--- config.mk ---
export PLATFORM = sky130hd
export DESIGN_NAME = seven_segment_scanner_flat
export DESIGN_NICKNAME = d
export VERILOG_FILES = /design/src/rtl/seven_segment_scanner_pkg.sv /design/src/rtl/seven_segment_scanner_if.sv /design/src/rtl/seven_segment_scanner_tick_gen.sv /design/src/rtl/seven_segment_scanner.sv /design/src/flat_wrapper.sv
export SDC_FILE = /design/constraint.sdc
export NUM_CORES = 1
export LEC_CHECK = 0
export CAP_MARGIN = 20
export CORE_MARGIN = 2
export CORE_UTILIZATION = 59
export CTS_CLUSTER_DIAMETER = 150
export DETAILED_ROUTE_END_ITERATION = 6
export GPL_TIMING_DRIVEN = 0
export MAX_ROUTING_LAYER = met4
export PLACE_DENSITY = 0.87
export SYNTH_ARGS = -nofsm -noshare
export SYNTH_HDL_FRONTEND = slang
export SYNTH_SLANG_ARGS = --single-unit
--- constraint.sdc ---
create_clock -name clk -period 4.3 [get_ports clk]
set_clock_uncertainty 0.2 [all_clocks]
set_input_delay 0.645 -clock clk [delete_from_list [all_inputs] [get_ports clk]]
set_output_delay 0.645 -clock clk [all_outputs]
set_load 0.02 [all_outputs]
--- src/rtl/seven_segment_scanner_pkg.sv ---
// Shared constants and helpers for the seven-segment scanner.
// Segment order is {g,f,e,d,c,b,a}. The cathodes are active-low.
package seven_segment_pkg;

  // Pattern with every cathode off (all segments dark).
  localparam logic [6:0] SEG_OFF = 7'h7F;

  // Active-low hex glyphs for 0..F. The lower-case glyphs are used for b and d.
  localparam logic [6:0] SEG_DECODE [16] = '{
    7'h40, 7'h79, 7'h24, 7'h30, 7'h19, 7'h12, 7'h02, 7'h78,
    7'h00, 7'h10, 7'h08, 7'h03, 7'h46, 7'h21, 7'h06, 7'h0E
  };

  function automatic logic [6:0] seg_decode(input logic [3:0] nib);
    return SEG_DECODE[nib];
  endfunction

endpackage

--- src/rtl/seven_segment_scanner_if.sv ---
// Bundle that carries the scanner's data inputs and its pin-side outputs.
// The master modport drives the digit data. The slave modport (the scanner) drives the pins.
interface seven_segment_scanner_if #(
  parameter int NUM_DIGITS = 8
);
  logic [4*NUM_DIGITS-1:0] value;
  logic [NUM_DIGITS-1:0]   dp;
  logic [NUM_DIGITS-1:0]   digit_en;
  logic [6:0]              sevenSegment;
  logic                    dp_out;
  logic [NUM_DIGITS-1:0]   anode;
  logic                    frame_done;

  modport master (
    output value, dp, digit_en,
    input  sevenSegment, dp_out, anode, frame_done
  );

  modport slave (
    input  value, dp, digit_en,
    output sevenSegment, dp_out, anode, frame_done
  );
endinterface

--- src/rtl/seven_segment_scanner_tick_gen.sv ---
// Clock divider for the scanner. It emits a one-clk tick every CLK_DIV clocks.
// When CLK_DIV is 1, the tick is high on every clock.
module seven_segment_tick_gen #(
  parameter int CLK_DIV = 100000
) (
  input  logic clk,
  input  logic rst_n,
  output logic o_tick
);
  localparam int DW = (CLK_DIV > 1) ? $clog2(CLK_DIV) : 1;

  logic [DW-1:0] r_div;

  assign o_tick = (r_div == DW'(CLK_DIV - 1));

  // Free-running divider that wraps on the terminal count.
  always_ff @(posedge clk or negedge rst_n) begin
    if (!rst_n)      r_div <= '0;
    else if (o_tick) r_div <= '0;
    else             r_div <= r_div + 1'b1;
  end
endmodule

--- src/rtl/seven_segment_scanner.sv ---
// Time-multiplexed common-anode seven-segment scanner.
// Each digit slot has BLANK_TICKS ticks with all anodes off (ghost suppression),
// followed by ON_TICKS ticks with the digit driven.
// Inputs are snapshotted once per frame, so a frame never shows torn data.
// Optional macro SEVEN_SEGMENT_LEADING_ZERO_BLANK_EN blanks leading zero digits.
module seven_segment_scanner
  import seven_segment_pkg::*;
#(
  parameter int NUM_DIGITS  = 8,
  parameter int CLK_DIV     = 100000,
  parameter int BLANK_TICKS = 1,
  parameter int ON_TICKS    = 7
) (
  input  logic                    clk,
  input  logic                    rst_n,
  seven_segment_scanner_if.slave  bus
);
  localparam int SLOT = BLANK_TICKS + ON_TICKS;
  localparam int PW   = (SLOT > 1) ? $clog2(SLOT) : 1;
  localparam int IW   = (NUM_DIGITS > 1) ? $clog2(NUM_DIGITS) : 1;

  logic                    w_tick;
  logic [PW-1:0]           r_phase;
  logic [IW-1:0]           r_idx;
  logic                    r_run;       // 0 until the first tick enters digit 0 / phase 0
  logic [4*NUM_DIGITS-1:0] r_snap_val;
  logic [NUM_DIGITS-1:0]   r_snap_dp;
  logic [NUM_DIGITS-1:0]   r_snap_en;
  logic [NUM_DIGITS-1:0]   r_anode;
  logic [6:0]              r_seg;
  logic                    r_dp_out;
  logic                    r_frame_done;

  logic                    w_phase_wrap;
  logic                    w_idx_last;
  logic                    w_frame_start;
  logic [PW-1:0]           w_phase_next;
  logic [IW-1:0]           w_idx_next;
  logic [4*NUM_DIGITS-1:0] w_snap_val_next;
  logic [NUM_DIGITS-1:0]   w_snap_dp_next;
  logic [NUM_DIGITS-1:0]   w_snap_en_next;
  logic [NUM_DIGITS-1:0]   w_en_eff;
  logic                    w_drive;
  logic [NUM_DIGITS-1:0]   w_anode_next;
  logic [6:0]              w_seg_next;
  logic                    w_dp_next;

  seven_segment_tick_gen #(.CLK_DIV(CLK_DIV)) u_tick_gen (
    .clk    (clk),
    .rst_n  (rst_n),
    .o_tick (w_tick)
  );

  // The position that the next tick moves to. The first tick after reset lands on (0,0).
  assign w_phase_wrap  = (r_phase == PW'(SLOT - 1));
  assign w_idx_last    = (r_idx == IW'(NUM_DIGITS - 1));
  assign w_frame_start = !r_run || (w_phase_wrap && w_idx_last);
  assign w_phase_next  = (!r_run || w_phase_wrap) ? '0 : r_phase + 1'b1;
  assign w_idx_next    = !r_run ? '0 :
                         (w_phase_wrap ? (w_idx_last ? '0 : r_idx + 1'b1) : r_idx);

  // The outputs are computed from the snapshot that is valid once the tick lands.
  // This makes a frame-start drive phase use the new data.
  assign w_snap_val_next = w_frame_start ? bus.value    : r_snap_val;
  assign w_snap_dp_next  = w_frame_start ? bus.dp       : r_snap_dp;
  assign w_snap_en_next  = w_frame_start ? bus.digit_en : r_snap_en;

  generate
    if (BLANK_TICKS == 0) begin : g_no_blank
      assign w_drive = 1'b1;
    end else begin : g_blank
      assign w_drive = (w_phase_next >= PW'(BLANK_TICKS));
    end
  endgenerate

`ifdef SEVEN_SEGMENT_LEADING_ZERO_BLANK_EN
  // A digit above 0 is suppressed when it and every higher digit are zero and its dp is off.
  always_comb begin
    logic acc;
    acc      = 1'b1;
    w_en_eff = '0;
    for (int k = NUM_DIGITS - 1; k >= 0; k--) begin
      acc         = acc & (w_snap_val_next[4*k +: 4] == 4'h0);
      w_en_eff[k] = w_snap_en_next[k] & ~((k != 0) && acc && !w_snap_dp_next[k]);
    end
  end
`else
  assign w_en_eff = w_snap_en_next;
`endif

  // Pin pattern for the landing position. Disabled digits look exactly like a blank phase.
  always_comb begin
    w_anode_next = '1;
    w_seg_next   = SEG_OFF;
    w_dp_next    = 1'b1;
    for (int k = 0; k < NUM_DIGITS; k++) begin
      if (w_drive && (w_idx_next == IW'(k)) && w_en_eff[k]) begin
        w_anode_next[k] = 1'b0;
        w_seg_next      = seg_decode(w_snap_val_next[4*k +: 4]);
        w_dp_next       = ~w_snap_dp_next[k];
      end
    end
  end

  // Sequencer, snapshot and registered pins. Everything moves only on a tick.
  always_ff @(posedge clk or negedge rst_n) begin
    if (!rst_n) begin
      r_phase      <= '0;
      r_idx        <= '0;
      r_run        <= 1'b0;
      r_snap_val   <= '0;
      r_snap_dp    <= '0;
      r_snap_en    <= '0;
      r_anode      <= '1;
      r_seg        <= SEG_OFF;
      r_dp_out     <= 1'b1;
      r_frame_done <= 1'b0;
    end else begin
      r_frame_done <= 1'b0;
      if (w_tick) begin
        r_run        <= 1'b1;
        r_phase      <= w_phase_next;
        r_idx        <= w_idx_next;
        r_snap_val   <= w_snap_val_next;
        r_snap_dp    <= w_snap_dp_next;
        r_snap_en    <= w_snap_en_next;
        r_anode      <= w_anode_next;
        r_seg        <= w_seg_next;
        r_dp_out     <= w_dp_next;
        r_frame_done <= w_frame_start;
      end
    end
  end

  assign bus.anode        = r_anode;
  assign bus.sevenSegment = r_seg;
  assign bus.dp_out       = r_dp_out;
  assign bus.frame_done   = r_frame_done;
endmodule

--- src/flat_wrapper.sv ---
// flat-port wrapper written by rule: the top's interface ports become plain ports
module seven_segment_scanner_flat import seven_segment_pkg::*;
#(
  parameter int NUM_DIGITS  = 8,
  parameter int CLK_DIV     = 100000,
  parameter int BLANK_TICKS = 1,
  parameter int ON_TICKS    = 7
)
  (clk, rst_n, bus_value, bus_dp, bus_digit_en, bus_sevenSegment, bus_dp_out, bus_anode, bus_frame_done);
  seven_segment_scanner_if #(.NUM_DIGITS(NUM_DIGITS)) bus_i ();
  input  logic clk;
  input  logic rst_n;
  input wire logic [$bits(bus_i.value)-1:0] bus_value;
  input wire logic [$bits(bus_i.dp)-1:0] bus_dp;
  input wire logic [$bits(bus_i.digit_en)-1:0] bus_digit_en;
  output wire logic [$bits(bus_i.sevenSegment)-1:0] bus_sevenSegment;
  output wire logic [$bits(bus_i.dp_out)-1:0] bus_dp_out;
  output wire logic [$bits(bus_i.anode)-1:0] bus_anode;
  output wire logic [$bits(bus_i.frame_done)-1:0] bus_frame_done;
  assign bus_i.value = bus_value;
  assign bus_i.dp = bus_dp;
  assign bus_i.digit_en = bus_digit_en;
  assign bus_sevenSegment = bus_i.sevenSegment;
  assign bus_dp_out = bus_i.dp_out;
  assign bus_anode = bus_i.anode;
  assign bus_frame_done = bus_i.frame_done;
  seven_segment_scanner #(.NUM_DIGITS(NUM_DIGITS), .CLK_DIV(CLK_DIV), .BLANK_TICKS(BLANK_TICKS), .ON_TICKS(ON_TICKS)) u_core (.clk(clk), .rst_n(rst_n), .bus(bus_i));
endmodule
==> results.md, run 1 <==
* Run status: complete, no violations
* Critical Path Most Common Cell: buf_6
* HPWL after DPL at between 15 and 20 mm
* Mean post-synth cell area at about 9.0 um2
* DRT iter0 DRCs at 792
* WP data arrival at between 4000 and 5000 ps
* Initial antenna violation count at 0
* CTS buffer count at 9
* FP Rows at 40
* RSZ-0062 raised after global routing: true
* Root Buffer: clkbuf_16
* Maximum ir drop on the vdd rail at 0.179 mV
* Die X at around 110 um
* Fraction of layout cells with a size suffix above 1 at 0.136
* GRT Total Usage at 0.343
* CP max stage delay at around 440 ps
* Dominant synthesized flop cell: dfrtp_1
* Fin crit period at roughly 4200 ps
* Maximum clock rate at ~240 MHz
* Remaining design rule violation count at 0
* CP Data Required Time at approximately 4400 ps
* First-pass GRT wire length at 33.3 mm
* Clk buf depth at 2
* Cell family with most CP delay: compound AO/OA/AOI/OAI gates
* Most frequent cells after synthesis: 94 x nand2_1, 73 x dfrtp_1, 66 x o21ai_0
* DR vias at approximately 6700
* Hold buffer count at CTS at 0
* Clock insertion delay at the later pin of the skew report at 360 ps
* Final setup viols at 0
* DR WL/cell at 20.8 um
* Drt total wl at ~21 mm
* P&R area growth vs syn at 18.2%
* PD cells at 239 nW/um2
* Synth area leader: dfrtp_1
* Synth warnings at 0
* Core ar. at 11900 um2
* Vias in the first global route at approximately 6200
* Post-synth EDFFs at 0
* Mapped Cells at about 790
* Leakage at 3.68 nW
* Filler cells at 918
* Worst-path fanout max at 10
* Max-cap viol count at 0
* Synth Register Bits at 89
* Worst setup EP type: flop
* Congestion Overflow GR at 0
* Diodes inserted at 0
* Fin. max-slew vios at 0
* Tcrit/Tclk final at 0.975
* Top Ports at 67
* Bufs and invs on worst path at 5
* Met3 Use GR at 0.0638
* Slew headroom at 0.417
* Mapped Nets at approximately 900
* Crit path cell chain: ha_1 > ha_1 > a21boi_4 > buf_6 > buf_6 > buf_6 > buf_6 > mux2i_4 > inv_1 > ha_1 > a2111oi_2 > a31oi_1 > a21oi_1 > nand3_1 > a221oi_2
* Async SR Flop Fraction at 1.00
* Actual slew at the worst max-slew pin at ~870 ps
* Top-count cell post-synth: nand2_1
* Initial Utilization at 0.599
* Sink Count at 89
* Worst-path clk slew at about 70 ps
* Die Area at about 13000 um2
* Post-synth cell types at 75
* Grt met1 use at 0.457
* DR pass1 iterations at 6
* Setup slack at placement at -290 ps
* WS Path Type: flop to flop
* Final hold viol count at 0
* Final design utilization at 0.709
* DRT antenna net count at 0
* Synth area leaders: dfrtp_1 26%, ha_1 9.5%, mux2i_1 8.0%
* RD Place Congestion at 0.990
* Chip height at around 110 um
* Share of the synthesized area in the top cell type at 0.256
* Busiest metal layer after global routing: met2
* Sequential area share after synthesis at 0.315
* Setup crit start kind: flop
* Mapped Area at just over 7000 um2
* CTS tree: yes
* Number of I/O port buffers at 64
* Final setup margin at approximately 110 ps
* Hold Path Class: input port to async pin
* Slowest-stage cell, CP: dfrtp_1
* Met2 GRT Util at 0.519
* Largest net degree at the start of global routing at 57
* DR vias/cell at ~6.5
* Fin nets at between 900 and 1000
* Max H-tree Level at 3
-- flip-flops by register name, summed over array words and instances, names as in the netlist, 3 cells and up --
name	flops
u_core.bus.anode	8
u_core.r_phase	3
u_core.r_snap_val	32
u_core.r_idx	3
u_core.u_tick_gen.r_div	17
u_core.bus.sevenSegment	7
u_core.r_snap_en	8
u_core.r_snap_dp	8
-- metrics by stage --
step / hold slack, ps / total power [mW] / TNS [ps] / instance area [um2] / cells
3_5_place_dp: 268 / 1.12 / -1270 / 7990 / 1006
4_1_cts: 62.1 / 2.00 / 0 / 8340 / 1023
5_1_grt: 90.1 / 2.07 / -31.4 / 8440 / 1024
6_report: 47.1 / 2.02 / 0 / 8440 / 1024
3_3_place_gp: 258 / 1.12 / -69870 / 7970 / 1005
2_1_floorplan: 149 / 1.01 / 0 / 7140 / 794
-- power by group --
| part | internal [mW] | switching (mW) |
|---|---|---|
| logic | 0.125 | 0.157 |
| registers | 0.840 | 0.000965 |
| clock network | 0.530 | 0.362 |
-- layout by cell type (no fill, tap or decap), drive strengths merged, types with 4 or more instances in the layout --
cell type	Yosys	routed
nand2	94	94
dfrtp	73	73
o21ai	68	68
mux2i	64	64
clkdlybuf4s50	0	63
ha	54	54
nor2	49	49
inv	35	37
clkbuf	21	32
a21oi	27	27
nand3	26	26
mux2	25	25
nor3	24	24
buf	18	22
nand2b	18	18
dfstp	16	16
nand3b	15	15
a211oi	12	12
o211ai	11	11
a221oi	11	11
xnor2	9	9
a31oi	9	9
xor2	8	8
o22ai	8	8
nand4	7	7
and2	6	6
nor3b	6	6
or3	6	6
nor2b	6	6
o311ai	6	6
a32oi	5	5
a21boi	5	5
a31o	4	4
-- layer usage --
metal  routed length (um)  vias to the layer above  share of wire
met5                    0                        -              0
met4                  611                        0          0.029
met3                 2150                       49           0.10
met2                 9850                      374           0.46
met1                 8730                     3204           0.41
li1                     -                     3065              -
-- layout make-up --
cell class,count,area (um2),area share
clock buffers,11,243,0.0288
clock inverters,5,85.1,0.0101
well taps,147,184,0.0218
inverters,35,131,0.0156
plain buffers,38,234,0.0277
multi-input cells,631,4630,0.548
flip-flops and latches,89,2250,0.266
repair buffers,68,688,0.0815
-- path summary, 6_finish.rpt --
check,startpoint,to,slack (ps),cells after the start
hold reg to reg,u_core.r_phase[2]$_DFFE_PN0N_,u_core.r_phase[2]$_DFFE_PN0N_,280,2
setup / recovery,u_core.r_idx[0]$_DFFE_PN0N_,u_core.bus.sevenSegment[4]$_DFFE_PN1N_,110,15
min in group clk,u_core.r_phase[2]$_DFFE_PN0N_,u_core.r_phase[2]$_DFFE_PN0N_,280,2
hold / removal,rst_n,u_core.r_snap_val[15]$_DFFE_PN0N_,50,1
max in group asynchronous,rst_n,u_core.bus.dp_out$_DFFE_PN1N_,3150,2
setup reg to reg,u_core.r_idx[0]$_DFFE_PN0N_,u_core.bus.sevenSegment[4]$_DFFE_PN1N_,110,15
-- timing repair --
item                       in CTS  in global routing
gates resized for setup         6                 16
setup endpoints to repair       6                  6
pin swaps                       1                  0
setup buffers                   1                  2
-- logic make-up (layout without fill, tap and decap cells) --
family | Yosys count | count (layout) | synth area share
buf+inv | 74 | 157 | 0.0501
xor+xnor | 17 | 17 | 0.0209
mux | 92 | 92 | 0.145
compound gates | 196 | 196 | 0.185
simple gates | 272 | 272 | 0.190
fa+ha+maj | 54 | 54 | 0.0946
flops | 89 | 89 | 0.315
No activity file was read; power rests on OpenSTA's default activity.
==> inputs of run 2 (changes only) <==
- SYNTH_HIERARCHICAL: unset -> 1
==> run 2 against run 1 <==
  * Area after synthesis rose by 0.44%
  * Wire length fell by 7.9%
  * Count of clock-buffer cells in the layout fell by 2
  * Power fell by 2.2%
  * First-iteration DRC count fell by 19%
  * Hold slack improved by 240 ps
  * Flip-flop and latch count did not move
  * Synthesized cell count fell by 0.63%
  * Largest power group is now registers
==> results.md, run 2 <==
* Setup crit start kind: flop
* Die Area at 13100 um2 (+0.43%)
* Synth area leaders: dfrtp_1 25%, ha_1 9.4%, mux2_2 8.9%
* Synth area leader: dfrtp_1
* Most frequent cells in the layout: 81 x nand2_1, 73 x dfrtp_1, 61 x clkdlybuf4s50_1
* Sink Count at 89 (unchanged)
* Chip height at 114 um (+0.21%)
* Async SR Flop Fraction at 1.00 (unchanged)
* Mapped Area at 7170 um2 (+0.44%)
* Switching part of the total power at 0.287 (+0.0290)
* Final setup viols at 0 (unchanged)
* WS Path Type: flop to flop
* Max H-tree Level at 3 (unchanged)
* RD Place Congestion at 0.990 (about the same)
* Mean post-synth cell area at 9.09 um2 (+1.1%)
* Cell count of the worst reg-to-reg path at 17 (+2)
* Mapped Cells at 789 (-0.63%)
* WP data arrival at 4290 ps (+30 ps)
* Total Power at 1.97 mW (-2.2%)
* Hold Path Class: flop to flop
* Internal power at 1.41 mW (-6.0%)
* Number of I/O port buffers at 62 (-3.1%)
* Final setup margin at 111 ps (+5.16 ps)
* Synth Register Bits at 89 (unchanged)
* Post-synth EDFFs at 0 (unchanged)
* Net Sw Power at 565 uW (+8.8%)
* Core ar. at 12000 um2 (+0.42%)
* Top-count cell post-synth: nand2_1
* CTS buffer count at 9 (unchanged)
* Diodes inserted at 0 (unchanged)
* PD cells at 237 nW/um2 (-0.85%)
* Largest net degree at the start of global routing at 68 (+19%)
* Clk buf depth at 2 (unchanged)
* Share of the synthesized area in the top cell type at 0.255 (-0.00112)
* Mapped Nets at 893 (-0.56%)
* Leakage at 3.48 nW (-5.3%)
* Drt total wl at 19.6 mm (-7.9%)
* Clock network fraction of design power at 0.406 (-0.037)
* CTS tree: yes
* Tcrit/Tclk final at 0.974 (-0.00120)
* RR Startpoint: u_core/r_idx[0]$_DFFE_PN0P_
* Final hold viol count at 0 (unchanged)
* Fin crit period at 4190 ps (-5.16 ps)
* Setup crit start: u_core/r_idx[0]$_DFFE_PN0P_
* First-pass GRT wire length at 31.3 mm (-6.1%)
* Hold Path Depth at 2
* Worst setup EP type: flop
* Max-cap viol count at 0 (unchanged)
* Slew headroom at 0.302 (-0.115)
* Top Ports at 67 (unchanged)
* Most frequent cells after synthesis: 81 x nand2_1, 73 x dfrtp_1, 57 x mux2_2
* Maximum clock rate at 239 MHz (+0.12%)
* Largest regs: u_core/r_snap_val (32), u_core/u_tick_gen/r_div (17)
* Initial Utilization at 0.600 (about the same)
* Actual slew at the worst max-slew pin at 1040 ps (+166 ps)
* Congestion Overflow GR at 0 (unchanged)
* P&R area growth vs syn at 16.1%
* Hold_sp: u_core/bus.anode[1]$_DFFE_PN1P_
* Run status: complete, no violations
* CP Data Required Time at 4400 ps (+30 ps)
* DR WL/cell at 19.4 um (-7.0%)
* Fraction of layout cells with a size suffix above 1 at 0.157 (+0.0212)
* Seq pwr share at 0.446 (+0.029)
* RSZ-0062 raised after global routing: false
* Biggest register: u_core/r_snap_val
* Root Buffer: clkbuf_16
* Setup slack at placement at -208 ps (+82.5 ps)
* HPWL after DPL at 14.1 mm (-7.4%)
* Max FFs per register at 32 (unchanged)
* Dominant synthesized flop cell: dfrtp_1
* Filler cells at 923 (+0.54%)
* Remaining design rule violation count at 0 (unchanged)
* Multi-input gate area at 4590 um2 (-0.89%)
* Fin. max-slew vios at 0 (unchanged)
* GRT Total Usage at 0.314 (-0.0292)
* FF/Latch Area at 2250 um2 (unchanged)
* Commonest non-fill, non-tap cell in the layout: nand2_1
* DR pass1 iterations at 6 (unchanged)
* DR vias/cell at 6.43 (-1.6%)
* Post-synth cell types at 68 (-9.3%)
* Die X at 114 um (+0.21%)
* Clock insertion delay at the later pin of the skew report at 360 ps (about the same)
* Combinational power share at 0.148 (+0.008)
* Worst-path fanout max at 19 (+9)
* Initial antenna violation count at 0 (unchanged)
* FP Rows at 40 (unchanged)
* Vias in the first global route at 5954 (-4.3%)
* Post-CTS Setup Bufs at 0 (-1)
* Synth warnings at 6 (+6)
* Sequential area share after synthesis at 0.313 (-0.00137)
* Maximum ir drop on the vdd rail at 0.138 mV (-23%)
* DRT antenna net count at 0 (unchanged)
* DR vias at 6519 (-2.6%)
* Worst-path clk slew at 70 ps (about the same)
* Fin nets at 966 (-1.0%)
* DRT iter0 DRCs at 638 (-19%)
==> run 2: what timing repair did <==
action                     4_1_cts  5_1_grt
gates resized for setup          0        8
setup endpoints to repair        5        4
hold buffers                     1        0
hold endpoints to repair        16        0
==> run 2: worst max-delay path: stages (launching register included) <==
cell and delay, ps:
dfrtp_1 460, ha_1 190, ha_1 250, a21bo_2 160, buf_2 280, clkbuf_4 320, buf_4 290, nand2_1 80
and2_2 230, inv_1 90, ha_1 210, nand2b_1 150, mux2i_2 100, nor2b_1 180, a221o_1 210, nand4_1 110
o21ai_0 400, a31o_2 220
==> run 2: logic make-up (layout without fill, tap and decap cells) <==
logic type	after synthesis	in the layout	synth area share
DFF	89	89	0.313
muxes	113	113	0.177
xor gates and xnor gates	20	20	0.0244
and+or+nand+nor	290	290	0.209
AOI/OAI and AO/OA	143	143	0.133
buffers and inverters	80	158	0.0490
adders and majority gates	54	54	0.0942
==> run 2: through the flow <==
stage / hold slack (ps) / util / instances / area (um2) / TNS [ps]
after detailed placement: 279 / 0.670 / 1000 / 8010 / -640
after CTS: 293 / 0.694 / 1015 / 8310 / 0
after global routing: 310 / 0.696 / 1014 / 8320 / 0
after global placement: 275 / 0.667 / 998 / 7980 / -61560
final: 292 / 0.696 / 1014 / 8320 / 0
after floorplan: 149 / - / 789 / 7170 / 0
==> run 2: power groups by stage <==
stage	Combinational (mW)	Sequential, mW	Clock [mW]
final	0.292	0.878	0.800
after global routing	0.321	0.881	0.842
after CTS	0.286	0.877	0.809
after detailed placement	0.283	0.893	0
after global placement	0.274	0.891	0
after floorplan	0.171	0.887	0
==> run 2: final cells by class <==
class | count | area share
multi-input cells | 620 | 0.551
plain buffers | 34 | 0.0222
clock buffers | 9 | 0.0271
inverters | 43 | 0.0194
repair buffers | 65 | 0.0797
clock inverters | 7 | 0.00857
flip-flops and latches | 89 | 0.270
well taps | 147 | 0.0221
==> run 2: worst paths after layout <==
path | end | slack, ps
max reg2reg | u_core/bus.sevenSegment[6]$_DFFE_PN1P_ | 110
min | u_core/bus.anode[1]$_DFFE_PN1P_ | 290
min in group asynchronous | u_core/r_snap_val[14]$_DFFE_PN0P_ | 540
max in group asynchronous | u_core/bus.sevenSegment[1]$_DFFE_PN1P_ | 2690
max | u_core/bus.sevenSegment[6]$_DFFE_PN1P_ | 110
min reg2reg | u_core/bus.anode[1]$_DFFE_PN1P_ | 290
==> run 2: metal layers <==
metal	up-vias	GRT usage	part of all wire
met5	-	-	0
met2	345	0.463	0.46
met1	3129	0.441	0.43
met4	0	0.124	0.026
li1	2997	-	-
met3	48	0.0402	0.086
==> inputs of run 3 (changes only) <==
- SKIP_LAST_GASP: unset -> 1
==> run 3 against run 2 <==
  * Final cell count did not move
  * Count of clock-buffer cells in the layout did not move
  * Via count fell by 0.23%
  * Critical path depth did not move
  * Cell area barely moved
  * Wire length barely moved
  * Setup slack improved by 26 ps
  * Core utilization barely moved
  * Clock power barely moved
  * Die area did not move
  * Sequential share of layout area barely moved
  * Power fell by 0.21%
==> results.md, run 3 (same netlist as run 2, synthesis figures left out) <==
* FF/Latch Area at 2250 um2 (unchanged)
* FP Rows at 40 (unchanged)
* Congestion Overflow GR at 0 (unchanged)
* Worst-path clk slew at 70 ps (about the same)
* GRT Total Usage at 0.314 (unchanged)
* First-pass GRT wire length at 31.3 mm (unchanged)
* Multi-input gate area at 4580 um2 (about the same)
* CTS buffer count at 9 (unchanged)
* Fin crit period at 4160 ps (-25.6 ps)
* WS Path Type: flop to flop
* Setup crit start kind: flop
* Hold Path Depth at 2 (unchanged)
* Root Buffer: clkbuf_16
* Core ar. at 12000 um2 (unchanged)
* Cell count of the worst reg-to-reg path at 17 (unchanged)
* P&R area growth vs syn at 16.0% (about the same)
* Total Power at 1.97 mW (-0.21%)
* Leakage at 3.48 nW (about the same)
* RSZ-0062 raised after global routing: true
* PD cells at 236 nW/um2 (-0.17%)
* DRT iter0 DRCs at 596 (-6.6%)
* Slew headroom at 0.279 (-0.0226)
* Drt total wl at 19.7 mm (about the same)
* Final setup margin at 137 ps (+25.6 ps)
* Final setup viols at 0 (unchanged)
* Maximum ir drop on the vdd rail at 0.138 mV (-0.46%)
* Filler cells at 925 (+0.22%)
* Clock insertion delay at the later pin of the skew report at 360 ps (about the same)
* Actual slew at the worst max-slew pin at 1070 ps (+33.7 ps)
* DR vias at 6504 (-0.23%)
* Clk buf depth at 2 (unchanged)
* Final hold viol count at 0 (unchanged)
* HPWL after DPL at 14.1 mm (unchanged)
* Maximum clock rate at 240 MHz (+0.62%)
* Sink Count at 89 (unchanged)
* Initial antenna violation count at 0 (unchanged)
* Run status: complete, no violations
* CTS tree: yes
* R2R Setup Slk at 140 ps (+30 ps)
* DR pass1 iterations at 5 (-1)
* Post-CTS Setup Bufs at 0 (unchanged)
* DR WL/cell at 19.4 um (about the same)
* Largest net degree at the start of global routing at 68 (unchanged)
* WP data arrival at 4250 ps (-40 ps)
* Worst setup EP type: flop
* DR vias/cell at 6.41 (-0.23%)
* CP Data Required Time at 4390 ps (about the same)
* Max H-tree Level at 3 (unchanged)
* Setup slack at placement at -208 ps (unchanged)
* Remaining design rule violation count at 0 (unchanged)
* Die Area at 13100 um2 (unchanged)
* Vias in the first global route at 5954 (unchanged)
* Biggest register: u_core/r_snap_val
* Commonest non-fill, non-tap cell in the layout: nand2_1
* Fin. max-slew vios at 0 (unchanged)
* Max FFs per register at 32 (unchanged)
* Initial Utilization at 0.600 (unchanged)
* Die X at 114 um (unchanged)
* Tcrit/Tclk final at 0.968 (-0.00596)
* Worst-path fanout max at 19 (unchanged)
* Fin nets at 966 (unchanged)
* Largest regs: u_core/r_snap_val (32), u_core/u_tick_gen/r_div (17)
* Top Ports at 67 (unchanged)
* Most frequent cells in the layout: 81 x nand2_1, 73 x dfrtp_1, 61 x clkdlybuf4s50_1
* RD Place Congestion at 0.990 (unchanged)
* DRT antenna net count at 0 (unchanged)
* Number of I/O port buffers at 62 (unchanged)
* Max-cap viol count at 0 (unchanged)
* Fraction of layout cells with a size suffix above 1 at 0.156 (-0.00115)
* Hold Path Class: flop to flop
* Chip height at 114 um (unchanged)
* Diodes inserted at 0 (unchanged)
==> run 3: cell types whose count changed in the layout (fill, tap and decap cells not counted) <==
cell / before / now
mux2i_1: 47 / 48
mux2i_2: 4 / 3
==> run 3: cell type report <==
type,instances,area share
tap,147,0.0221
timing repair buffer,65,0.0797
clock inverter,7,0.00857
sequential,89,0.270
multi-input combinational,620,0.551
inverter,43,0.0194
buffer,34,0.0223
clock buffer,9,0.0271
==> run 3: timing repair <==
action,CTS,global route
setup endpoints to repair,5,4
gates resized for setup,0,7
hold buffers,1,0
endpoints found under the hold margin,16,0
==> run 3: metal layers <==
metal	track usage	up-vias	wire, um
met5	-	-	0
met3	0.0402	54	1550
met4	0.124	0	556
met2	0.463	339	8980
met1	0.441	3114	8570
li1	-	2997	-
==> run 3: report_power, final <==
group          internal [mW]  switching, mW
clock network          0.410          0.387
registers              0.859         0.0188
logic                  0.136          0.155
==> run 3: final timing paths <==
check,from,endpoint
max in group asynchronous,rst_n,u_core/bus.sevenSegment[1]$_DFFE_PN1P_
max reg2reg,u_core/r_idx[0]$_DFFE_PN0P_,u_core/bus.sevenSegment[6]$_DFFE_PN1P_
max,u_core/r_idx[0]$_DFFE_PN0P_,u_core/bus.sevenSegment[6]$_DFFE_PN1P_
min reg2reg,u_core/bus.anode[1]$_DFFE_PN1P_,u_core/bus.anode[1]$_DFFE_PN1P_
min in group asynchronous,rst_n,u_core/r_snap_val[14]$_DFFE_PN0P_
min,u_core/bus.anode[1]$_DFFE_PN1P_,u_core/bus.anode[1]$_DFFE_PN1P_
==> run 3: metrics by stage <==
| stage | std cells | hold WS, ps | utilization | area [um2] | setup TNS, ps |
|---|---|---|---|---|---|
| 2_1_floorplan | 789 | 149 | - | 7170 | 0 |
| 3_3_place_gp | 998 | 275 | 0.667 | 7980 | -61560 |
| 3_5_place_dp | 1000 | 279 | 0.670 | 8010 | -640 |
| 4_1_cts | 1015 | 293 | 0.694 | 8310 | 0 |
| 5_1_grt | 1014 | 310 | 0.696 | 8320 | 0 |
| 6_report | 1014 | 291 | 0.696 | 8320 | 0 |
==> run 3: critical path, cell delays in order (launching register included) <==
cell and delay (ps):
dfrtp_1 450, ha_1 240, ha_1 240, a21bo_2 230
buf_2 210, clkbuf_4 260, buf_4 250, nand2_1 80
and2_2 190, inv_1 70, ha_1 240, nand2b_1 170
mux2i_2 230, nor2b_1 100, a221o_1 350, nand4_1 100
o21ai_0 180, a31o_2 280
